[src/rtl/quad_step_decoder_if.sv]
// quad_step_decoder_if: control inputs and step/position outputs of the quadrature decoder
interface quad_step_decoder_if #(
    parameter int CNT_W = 4
);
    logic             en;
    logic             clr;
    logic             a_in;
    logic             b_in;
    logic             step;
    logic             dir;
    logic [CNT_W-1:0] count;
    logic             wrap;
    logic             err;

    modport master (output en, clr, a_in, b_in, input step, dir, count, wrap, err);
    modport slave  (input en, clr, a_in, b_in, output step, dir, count, wrap, err);
endinterface

[src/rtl/quad_step_decoder.sv]
// quad_step_decoder: synchronised, glitch-filtered quadrature decoder with wrapping position count
module quad_step_decoder #(
    parameter int CNT_W    = 4,
    parameter int FILT_LEN = 3
) (
    input  logic               clk,
    input  logic               rst,
    quad_step_decoder_if.slave io_bus
);
    localparam int            RW = $clog2(FILT_LEN + 1);
    localparam logic [RW-1:0] FL = RW'(FILT_LEN);

    logic [1:0]       r_s1, r_s2, r_last, r_filt, r_state;
    logic [RW-1:0]    r_run, w_run_nxt;
    logic             r_fv, r_fupd, r_init;
    logic             w_accept, w_up, w_dn, w_bad, w_legal, w_wrap;
    logic             r_step, r_dir, r_wrap, r_err;
    logic [CNT_W-1:0] r_count;

    // Run length of identical synchronised samples; accept a new value once it has held FILT_LEN edges
    always_comb begin
        w_run_nxt = (r_s2 != r_last) ? RW'(1) : (r_run == FL) ? r_run : r_run + RW'(1);
        w_accept  = (w_run_nxt == FL) && (!r_fv || r_s2 != r_filt);
    end

    // Classify the accepted value against the last decoder state (Gray up: 00->01->11->10)
    always_comb begin
        w_up    = r_fupd && !r_init && (r_filt == {r_state[0], ~r_state[1]});
        w_dn    = r_fupd && !r_init && (r_filt == {~r_state[0], r_state[1]});
        w_bad   = r_fupd && !r_init && (r_filt == ~r_state);
        w_legal = (w_up || w_dn) && io_bus.en;
        w_wrap  = w_up ? &r_count : ~|r_count;
    end

    // Two-flop synchroniser and glitch filter; r_fupd marks the edge a value was accepted
    always_ff @(posedge clk) begin
        if (rst) begin
            r_s1   <= '0;
            r_s2   <= '0;
            r_last <= '0;
            r_run  <= '0;
            r_filt <= '0;
            r_fv   <= 1'b0;
            r_fupd <= 1'b0;
        end else begin
            r_s1   <= {io_bus.a_in, io_bus.b_in};
            r_s2   <= r_s1;
            r_last <= r_s2;
            r_run  <= w_run_nxt;
            r_fupd <= w_accept;
            if (w_accept) begin
                r_filt <= r_s2;
                r_fv   <= 1'b1;
            end
        end
    end

    // Decoder state and registered outputs; clr overrides count/err/wrap but not step/dir
    always_ff @(posedge clk) begin
        if (rst) begin
            r_state <= '0;
            r_init  <= 1'b1;
            r_step  <= 1'b0;
            r_dir   <= 1'b1;
            r_count <= '0;
            r_wrap  <= 1'b0;
            r_err   <= 1'b0;
        end else begin
            if (r_fupd) begin
                r_state <= r_filt;
                r_init  <= 1'b0;
            end
            r_step <= w_legal;
            if (w_legal)
                r_dir <= w_up;
            r_count <= io_bus.clr ? '0 : w_legal ? (w_up ? r_count + CNT_W'(1) : r_count - CNT_W'(1)) : r_count;
            r_wrap  <= !io_bus.clr && w_legal && w_wrap;
            r_err   <= !io_bus.clr && (r_err || w_bad);
        end
    end

    assign io_bus.step  = r_step;
    assign io_bus.dir   = r_dir;
    assign io_bus.count = r_count;
    assign io_bus.wrap  = r_wrap;
    assign io_bus.err   = r_err;
endmodule
[src/flat_wrapper.sv]
// flat-port wrapper written by rule: the top's interface ports become plain ports
module quad_step_decoder_flat 
#(
    parameter int CNT_W    = 4,
    parameter int FILT_LEN = 3
)
  (clk, rst, io_bus_en, io_bus_clr, io_bus_a_in, io_bus_b_in, io_bus_step, io_bus_dir, io_bus_count, io_bus_wrap, io_bus_err);
  quad_step_decoder_if #(.CNT_W(CNT_W)) io_bus_i ();
  input  logic clk;
  input  logic rst;
  input wire logic [$bits(io_bus_i.en)-1:0] io_bus_en;
  input wire logic [$bits(io_bus_i.clr)-1:0] io_bus_clr;
  input wire logic [$bits(io_bus_i.a_in)-1:0] io_bus_a_in;
  input wire logic [$bits(io_bus_i.b_in)-1:0] io_bus_b_in;
  output wire logic [$bits(io_bus_i.step)-1:0] io_bus_step;
  output wire logic [$bits(io_bus_i.dir)-1:0] io_bus_dir;
  output wire logic [$bits(io_bus_i.count)-1:0] io_bus_count;
  output wire logic [$bits(io_bus_i.wrap)-1:0] io_bus_wrap;
  output wire logic [$bits(io_bus_i.err)-1:0] io_bus_err;
  assign io_bus_i.en = io_bus_en;
  assign io_bus_i.clr = io_bus_clr;
  assign io_bus_i.a_in = io_bus_a_in;
  assign io_bus_i.b_in = io_bus_b_in;
  assign io_bus_step = io_bus_i.step;
  assign io_bus_dir = io_bus_i.dir;
  assign io_bus_count = io_bus_i.count;
  assign io_bus_wrap = io_bus_i.wrap;
  assign io_bus_err = io_bus_i.err;
  quad_step_decoder #(.CNT_W(CNT_W), .FILT_LEN(FILT_LEN)) u_core (.clk(clk), .rst(rst), .io_bus(io_bus_i));
endmodule
[config.mk]
export PLATFORM = sky130hd
export DESIGN_NAME = quad_step_decoder_flat
export DESIGN_NICKNAME = d
export VERILOG_FILES = /design/src/rtl/quad_step_decoder_if.sv /design/src/rtl/quad_step_decoder.sv /design/src/flat_wrapper.sv
export SDC_FILE = /design/constraint.sdc
export NUM_CORES = 1
export LEC_CHECK = 0
export CAP_MARGIN = 20
export CELL_PAD_IN_SITES_DETAIL_PLACEMENT = 0
export CELL_PAD_IN_SITES_GLOBAL_PLACEMENT = 1
export CORE_ASPECT_RATIO = 0.6
export CORE_UTILIZATION = 40
export DETAILED_ROUTE_END_ITERATION = 8
export PLACE_DENSITY = 0.77
export SLEW_MARGIN = 25
export SYNTH_ARGS = -nofsm -noshare
export SYNTH_HDL_FRONTEND = slang
export SYNTH_SLANG_ARGS = --single-unit
[constraint.sdc]
create_clock -name clk -period 2.65 [get_ports clk]
set_input_delay 0.53 -clock clk [delete_from_list [all_inputs] [get_ports clk]]
set_output_delay 0.53 -clock clk [all_outputs]
set_load 0.02 [all_outputs]
==> results of run 1 <==
-- layer usage --
layer	track usage [%]	vias up	wire (microns)
met2	18.2	14	681
met1	25.2	336	1100
li1	-	385	-
met3	6.59	2	87
met4	3.75	0	8
met5	0	-	0
-- cell families after synthesis --
family / synth area share [%]
AO/OA/AOI/OAI: 9.16
multiplexers: 5.90
adder cells (fa/ha/maj): 4.34
AND/OR/NAND/NOR: 20.8
XOR/XNOR: 10.0
buffers and inverters: 5.42
flip-flops: 44.3
-- critical path, delay by kind of cell (launching register included) --
family / cells / cell delay (ps)
buffers and inverters: 1 / 90
XOR/XNOR: 1 / 160
adder cells (fa/ha/maj): 1 / 330
flip-flops: 1 / 440
AO/OA/AOI/OAI: 1 / 250
AND/OR/NAND/NOR: 4 / 870
-- path summary, 6_finish.rpt --
path / from / to / slack, ps / cells after the start
worst max-delay path: u_core.r_filt[0]$_SDFFE_PP0P_ / u_core.io_bus.count[3]$_SDFFE_PP0P_ / 450 / 8
worst min-delay path: u_core.r_s1[1]$_SDFF_PP0_ / u_core.r_s2[1]$_SDFF_PP0_ / 450 / 1
worst max register to register: u_core.r_filt[0]$_SDFFE_PP0P_ / u_core.io_bus.count[3]$_SDFFE_PP0P_ / 450 / 8
worst min register to register: u_core.r_s1[1]$_SDFF_PP0_ / u_core.r_s2[1]$_SDFF_PP0_ / 450 / 1
-- final cells by class --
cell class	count	share of cell area [%]
multi-input cells	72	42.8
well taps	30	3.08
repair buffers	14	11.3
clock inverters	1	0.411
clock buffers	3	3.39
flip-flops and latches	23	37.8
inverters	4	1.23
-- flip-flops by register name, summed over array words and instances, names as in the netlist, 2 cells and up --
signal,flops
u_core.r_state,2
u_core.r_filt,2
u_core.r_s1,2
u_core.io_bus.count,4
u_core.r_s2,2
u_core.r_run,2
u_core.r_last,2
-- power by group --
group          switching (mW)  internal (mW)
combinational          0.0179         0.0206
clock                   0.109          0.105
sequential            0.00690          0.355
-- layout by cell type (no fill, tap or decap), types with 2 or more instances in the layout --
cell type,Yosys,layout
clkdlybuf4s50_1,0,13
a311oi_1,2,2
dfxtp_1,23,23
xnor2_1,7,7
clkbuf_8,0,3
xor2_1,3,3
nor2b_1,6,6
inv_1,4,4
nor3_1,3,3
nor2_1,8,8
nand3_1,4,4
mux2i_1,5,5
ha_1,2,2
a21oi_1,7,7
nand2_1,3,3
o21ai_0,2,2
==> flow_summary.yaml, run 1 <==
timing:
  rsz0062_at_grt: "false"
  setup_tns_ps: 0
  setup_viol: 0
  fin_crit_sh_pct: 83.0
  drv_slew: 0
  fmax_mhz: 455
  fin_skew_ps: 1.69
  slew_headroom_pct: 73.5
  min_period_ps: 2200
  worst-slew-pin-transition_ps: 394
  hold_viol_final: 0
  fin_ws_ps: 451
  worst_hold_slack_ps: 447
layout:
  final_cell_count_no_fill: 147
  n_antenna_cell: 0
  drive_gt1_share_pct: 9.40
  syn_to_final_growth_pct: 17.3
  fin_nets: 127
  multi_input_area_sq_um: 522
  post-route-util_pct: 52.8
  final-seq-area_sq_um: 460
  design_area_sq_mm: 0.00122
  fillerInstances: 228
clocking:
  cts.sinks: 23
  cts-buffers-inserted: 3
  insertion_delay_ps: 260
  clockRootBuffer: "clkbuf_8"
  htreeDepth: 1
  cts.path.max_buffers: 2
  clkTransAtPathRegs_ps: 80
  cts_hold_buf: 0
  cts_post_setup_buffers_inserted: 0
  cts_tree: "built"
  ctsResizeCount: 0
route:
  ant_nets: 0
  wl_per_cell_microns: 12.8
  routed_wl_mm: 1.88
  drc_errors: 0
  post_drt_via_cell_ratio: 5.01
  drt_iter0_drc: 28
  first_pass_iters: 4
  vias: 737
synthesis:
  synth_ff_type: "dfxtp_1"
  seq_area_frac_synth_pct: 44.3
  ys_ff_latch: 23
  synth_edf_count: 0
  netlist_area_sq_mm: 0.00104
  synth.distinct_cells: 38
  synth_area_per_cell_sq_um: 9.89
  syn_inst: 105
  synth_most_common_cell: "dfxtp_1"
  yosysWarnings: 0
  async_reset_ff_share_pct: 0
  ys_top_cells_by_area: "dfxtp_1 44%, xnor2_1 5.9%, mux2i_1 4.8%, nor2b_1 3.6%, a21oi_1 3.4%"
  synth_common_cells: "23 x dfxtp_1, 8 x nor2_1, 7 x a21oi_1, 7 x xnor2_1, 6 x nor2b_1"
  synth_top_area_cell: "dfxtp_1"
  synth_nets: 114
  synth_top_area_share_pct: 44.3
setup_path:
  endpoint_kind: "flip-flop"
  crit_type: "flip-flop to flip-flop"
  path_cells: "xor2_1 -> and3_4 -> inv_1 -> ha_1 -> a21oi_1 -> nand3_1 -> or4_1 -> nand4bb_1"
  cpMaxStageDelayCell: "dfxtp_1"
  cp_max_fo: 6
  slowest_delay_ps: 440
  arrival_ps: 2400
  required_ps: 2860
  cp-start-kind: "flip-flop"
floorplan:
  boundaryPins: 14
  num_rows: 13
  die_area_sq_mm: 0.00281
  start_util_pct: 45.0
  dieWidth_microns: 67.8
  core_sq_mm: 0.00231
  die_y_microns: 41.5
global_routing:
  track_usage_pct: 15.7
  grt_pass1_wl_mm: 3.25
  grt_pass1_vias: 695
  grt.overflow.total: 0
  grt_max_degree: 18
  grt_antenna_before_repair: 0
power_and_ir_drop:
  vdd_ir_drop_max_uv: 305
  powerDensity_mw_per_mm2: 505
  p_total_mw: 0.615
  p_leak_nw: 0.463
placement:
  dp_hpwl_mm: 1.48
  dpl_worst_slack_ps: 468
  portBuffers: 13
  place_area_sq_mm: 0.00117
  place_inst: 143
  globalplace.congestion: 0.813
worst_hold_path:
  min_path_type: "flip-flop to flip-flop"
run_status:
  status: "complete, no violations"
flow_run:
  cap_violations: 0
Power figures use the tool's default switching activity.
==> inputs of run 2 (changes only) <==
--- a/config.mk
+++ b/config.mk
@@ -9,9 +9,9 @@
 export CELL_PAD_IN_SITES_DETAIL_PLACEMENT = 0
 export CELL_PAD_IN_SITES_GLOBAL_PLACEMENT = 1
 export CORE_ASPECT_RATIO = 0.6
-export CORE_UTILIZATION = 40
+export CORE_UTILIZATION = 36
 export DETAILED_ROUTE_END_ITERATION = 8
-export PLACE_DENSITY = 0.77
+export PLACE_DENSITY = 0.74
 export SLEW_MARGIN = 25
 export SYNTH_ARGS = -nofsm -noshare
 export SYNTH_HDL_FRONTEND = slang
==> constraint.sdc (replaced) <==
create_clock -name clk -period 1.9 [get_ports clk]
set_input_delay 0.38 -clock clk [delete_from_list [all_inputs] [get_ports clk]]
set_output_delay 0.38 -clock clk [all_outputs]
set_load 0.02 [all_outputs]
==> run 2 against run 1 <==
Critical path type unchanged. Core utilization increased by 2.3 points. Clock-buffer cell count unchanged. Combinational power increased by 65%. The run now ends with negative setup slack left.
==> flow_summary.yaml, run 2 (synthesis gave the netlist of run 1 again) <==
run_status:
  status: "complete, but fails checks"
  violations: "negative setup slack"
flow_run:
  cap_violations: 0
floorplan:
  boundaryPins: 14
  die_y_microns: 43.6
  die_area_sq_mm: 0.00311
  dieWidth_microns: 71.3
  core_sq_mm: 0.00261
  start_util_pct: 39.8
  num_rows: 14
timing:
  drv_slew: 0
  fmax_mhz: 525
  fin_crit_sh_pct: 100
  hold_viol_final: 0
  worst-slew-pin-transition_ps: 408
  fin_ws_ps: -5.13
  min_period_ps: 1910
  slew_headroom_pct: 72.6
  fin_skew_ps: 1.64
  setup_viol: 1
  rsz0062_at_grt: "true"
clocking:
  htreeDepth: 1
  clockRootBuffer: "clkbuf_8"
  clkTransAtPathRegs_ps: 80
  cts_tree: "built"
  insertion_delay_ps: 270
  cts.path.max_buffers: 2
  cts.sinks: 23
  cts_hold_buf: 0
  cts-buffers-inserted: 3
power_and_ir_drop:
  vdd_ir_drop_max_uv: 454
  p_total_mw: 0.870
  p_leak_nw: 0.571
  powerDensity_mw_per_mm2: 605
layout:
  fin_nets: 146
  largest_reg_flops: 4
  drive_gt1_share_pct: 30.1
  syn_to_final_growth_pct: 38.4
  post-route-util_pct: 55.1
  n_antenna_cell: 0
  final_cell_mix: "20 x buf_4, 20 x dfxtp_1, 13 x clkdlybuf4s50_1, 8 x nor2_1"
setup_path:
  timing.rr.end: "u_core.io_bus.count[3]$_SDFFE_PP0P_"
  crit_type: "flip-flop to flip-flop"
  worstReg2RegStart: "u_core.r_init$_SDFFE_PP1P_"
  required_ps: 2110
  reg2regPathDepth: 8
  rrSetupSlack_ps: -5
  cp-startpoint: "u_core.r_init$_SDFFE_PP1P_"
  endpoint_kind: "flip-flop"
  cp_max_fo: 4
  arrival_ps: 2110
  cp-start-kind: "flip-flop"
global_routing:
  grt_pass1_wl_mm: 3.69
  grt_pass1_vias: 775
  track_usage_pct: 16.3
  grt.overflow.total: 0
  grt_antenna_before_repair: 0
  grt_max_degree: 17
route:
  routed_wl_mm: 2.27
  vias: 840
  post_drt_via_cell_ratio: 5.00
  wl_per_cell_microns: 13.5
  first_pass_iters: 4
  drt_iter0_drc: 56
  drc_errors: 0
  ant_nets: 0
worst_hold_path:
  whs_path_depth: 1
  worstHoldStart: "u_core.r_s1[1]$_SDFF_PP0_"
  whs_endpoint: "u_core.r_s2[1]$_SDFF_PP0_"
  min_path_type: "flip-flop to flip-flop"
placement:
  dpl_worst_slack_ps: -18.0
  portBuffers: 13
  globalplace.congestion: 0.866
  dp_hpwl_mm: 1.68
run 2: critical path, stage by stage (launching register included):
cell       delay [ps]
dfxtp_2           320
and2b_1           200
and3_4            220
inv_6              40
ha_4              230
a21oi_4           190
nand3_2            90
or4_4             430
nand4bb_1         120
run 2: stage by stage:
step / cells / hold slack (ps) / TNS [ps] / cell area [sq um]
final: 168 / 442 / -5.13 / 1440
after global routing: 168 / 469 / -98.0 / 1440
after CTS: 164 / 451 / 0 / 1400
after detailed placement: 160 / 432 / -18.0 / 1330
after global placement: 160 / 427 / 0 / 1330
after floorplan: 105 / 414 / -57.7 / 1090
run 2: repair_timing:
action,4_1_cts,5_1_grt
pin swaps,1,8
hold endpoints to repair,0,0
resized for setup,4,3
setup buffers,0,4
setup endpoints to repair,1,1
run 2: power breakdown:
group | switching (mW) | internal, mW
combinational | 0.0295 | 0.0339
clock | 0.156 | 0.147
sequential | 0.00833 | 0.496
run 2: final cells by class:
cell class	instances	area (sq um)
fill	223	1170
timing repair buffer	33	280
sequential	23	464
clock inverter	1	5.00
inverter	4	20.0
multi-input combinational	72	587
tap	32	40.0
clock buffer	3	41.3
run 2: how the worst max path moves through the flow:
stage,endpoint,slack (ps),depth (start not counted)
6_report,u_core.io_bus.count[3]$_SDFFE_PP0P_,-5,8
5_1_grt,u_core.io_bus.count[3]$_SDFFE_PP0P_,-100,8
4_1_cts,u_core.io_bus.count[3]$_SDFFE_PP0P_,3,8
3_5_place_dp,u_core.io_bus.count[3]$_SDFFE_PP0P_,-20,8
3_3_place_gp,u_core.io_bus.count[3]$_SDFFE_PP0P_,50,5
2_1_floorplan,u_core.io_bus.count[3]$_SDFFE_PP0P_,-60,10
run 2: layer usage:
layer	track usage, %	share of wire [%]
met3	5.12	3.2
met5	0	0
met2	24.6	42
met4	6.00	1.4
met1	22.2	54
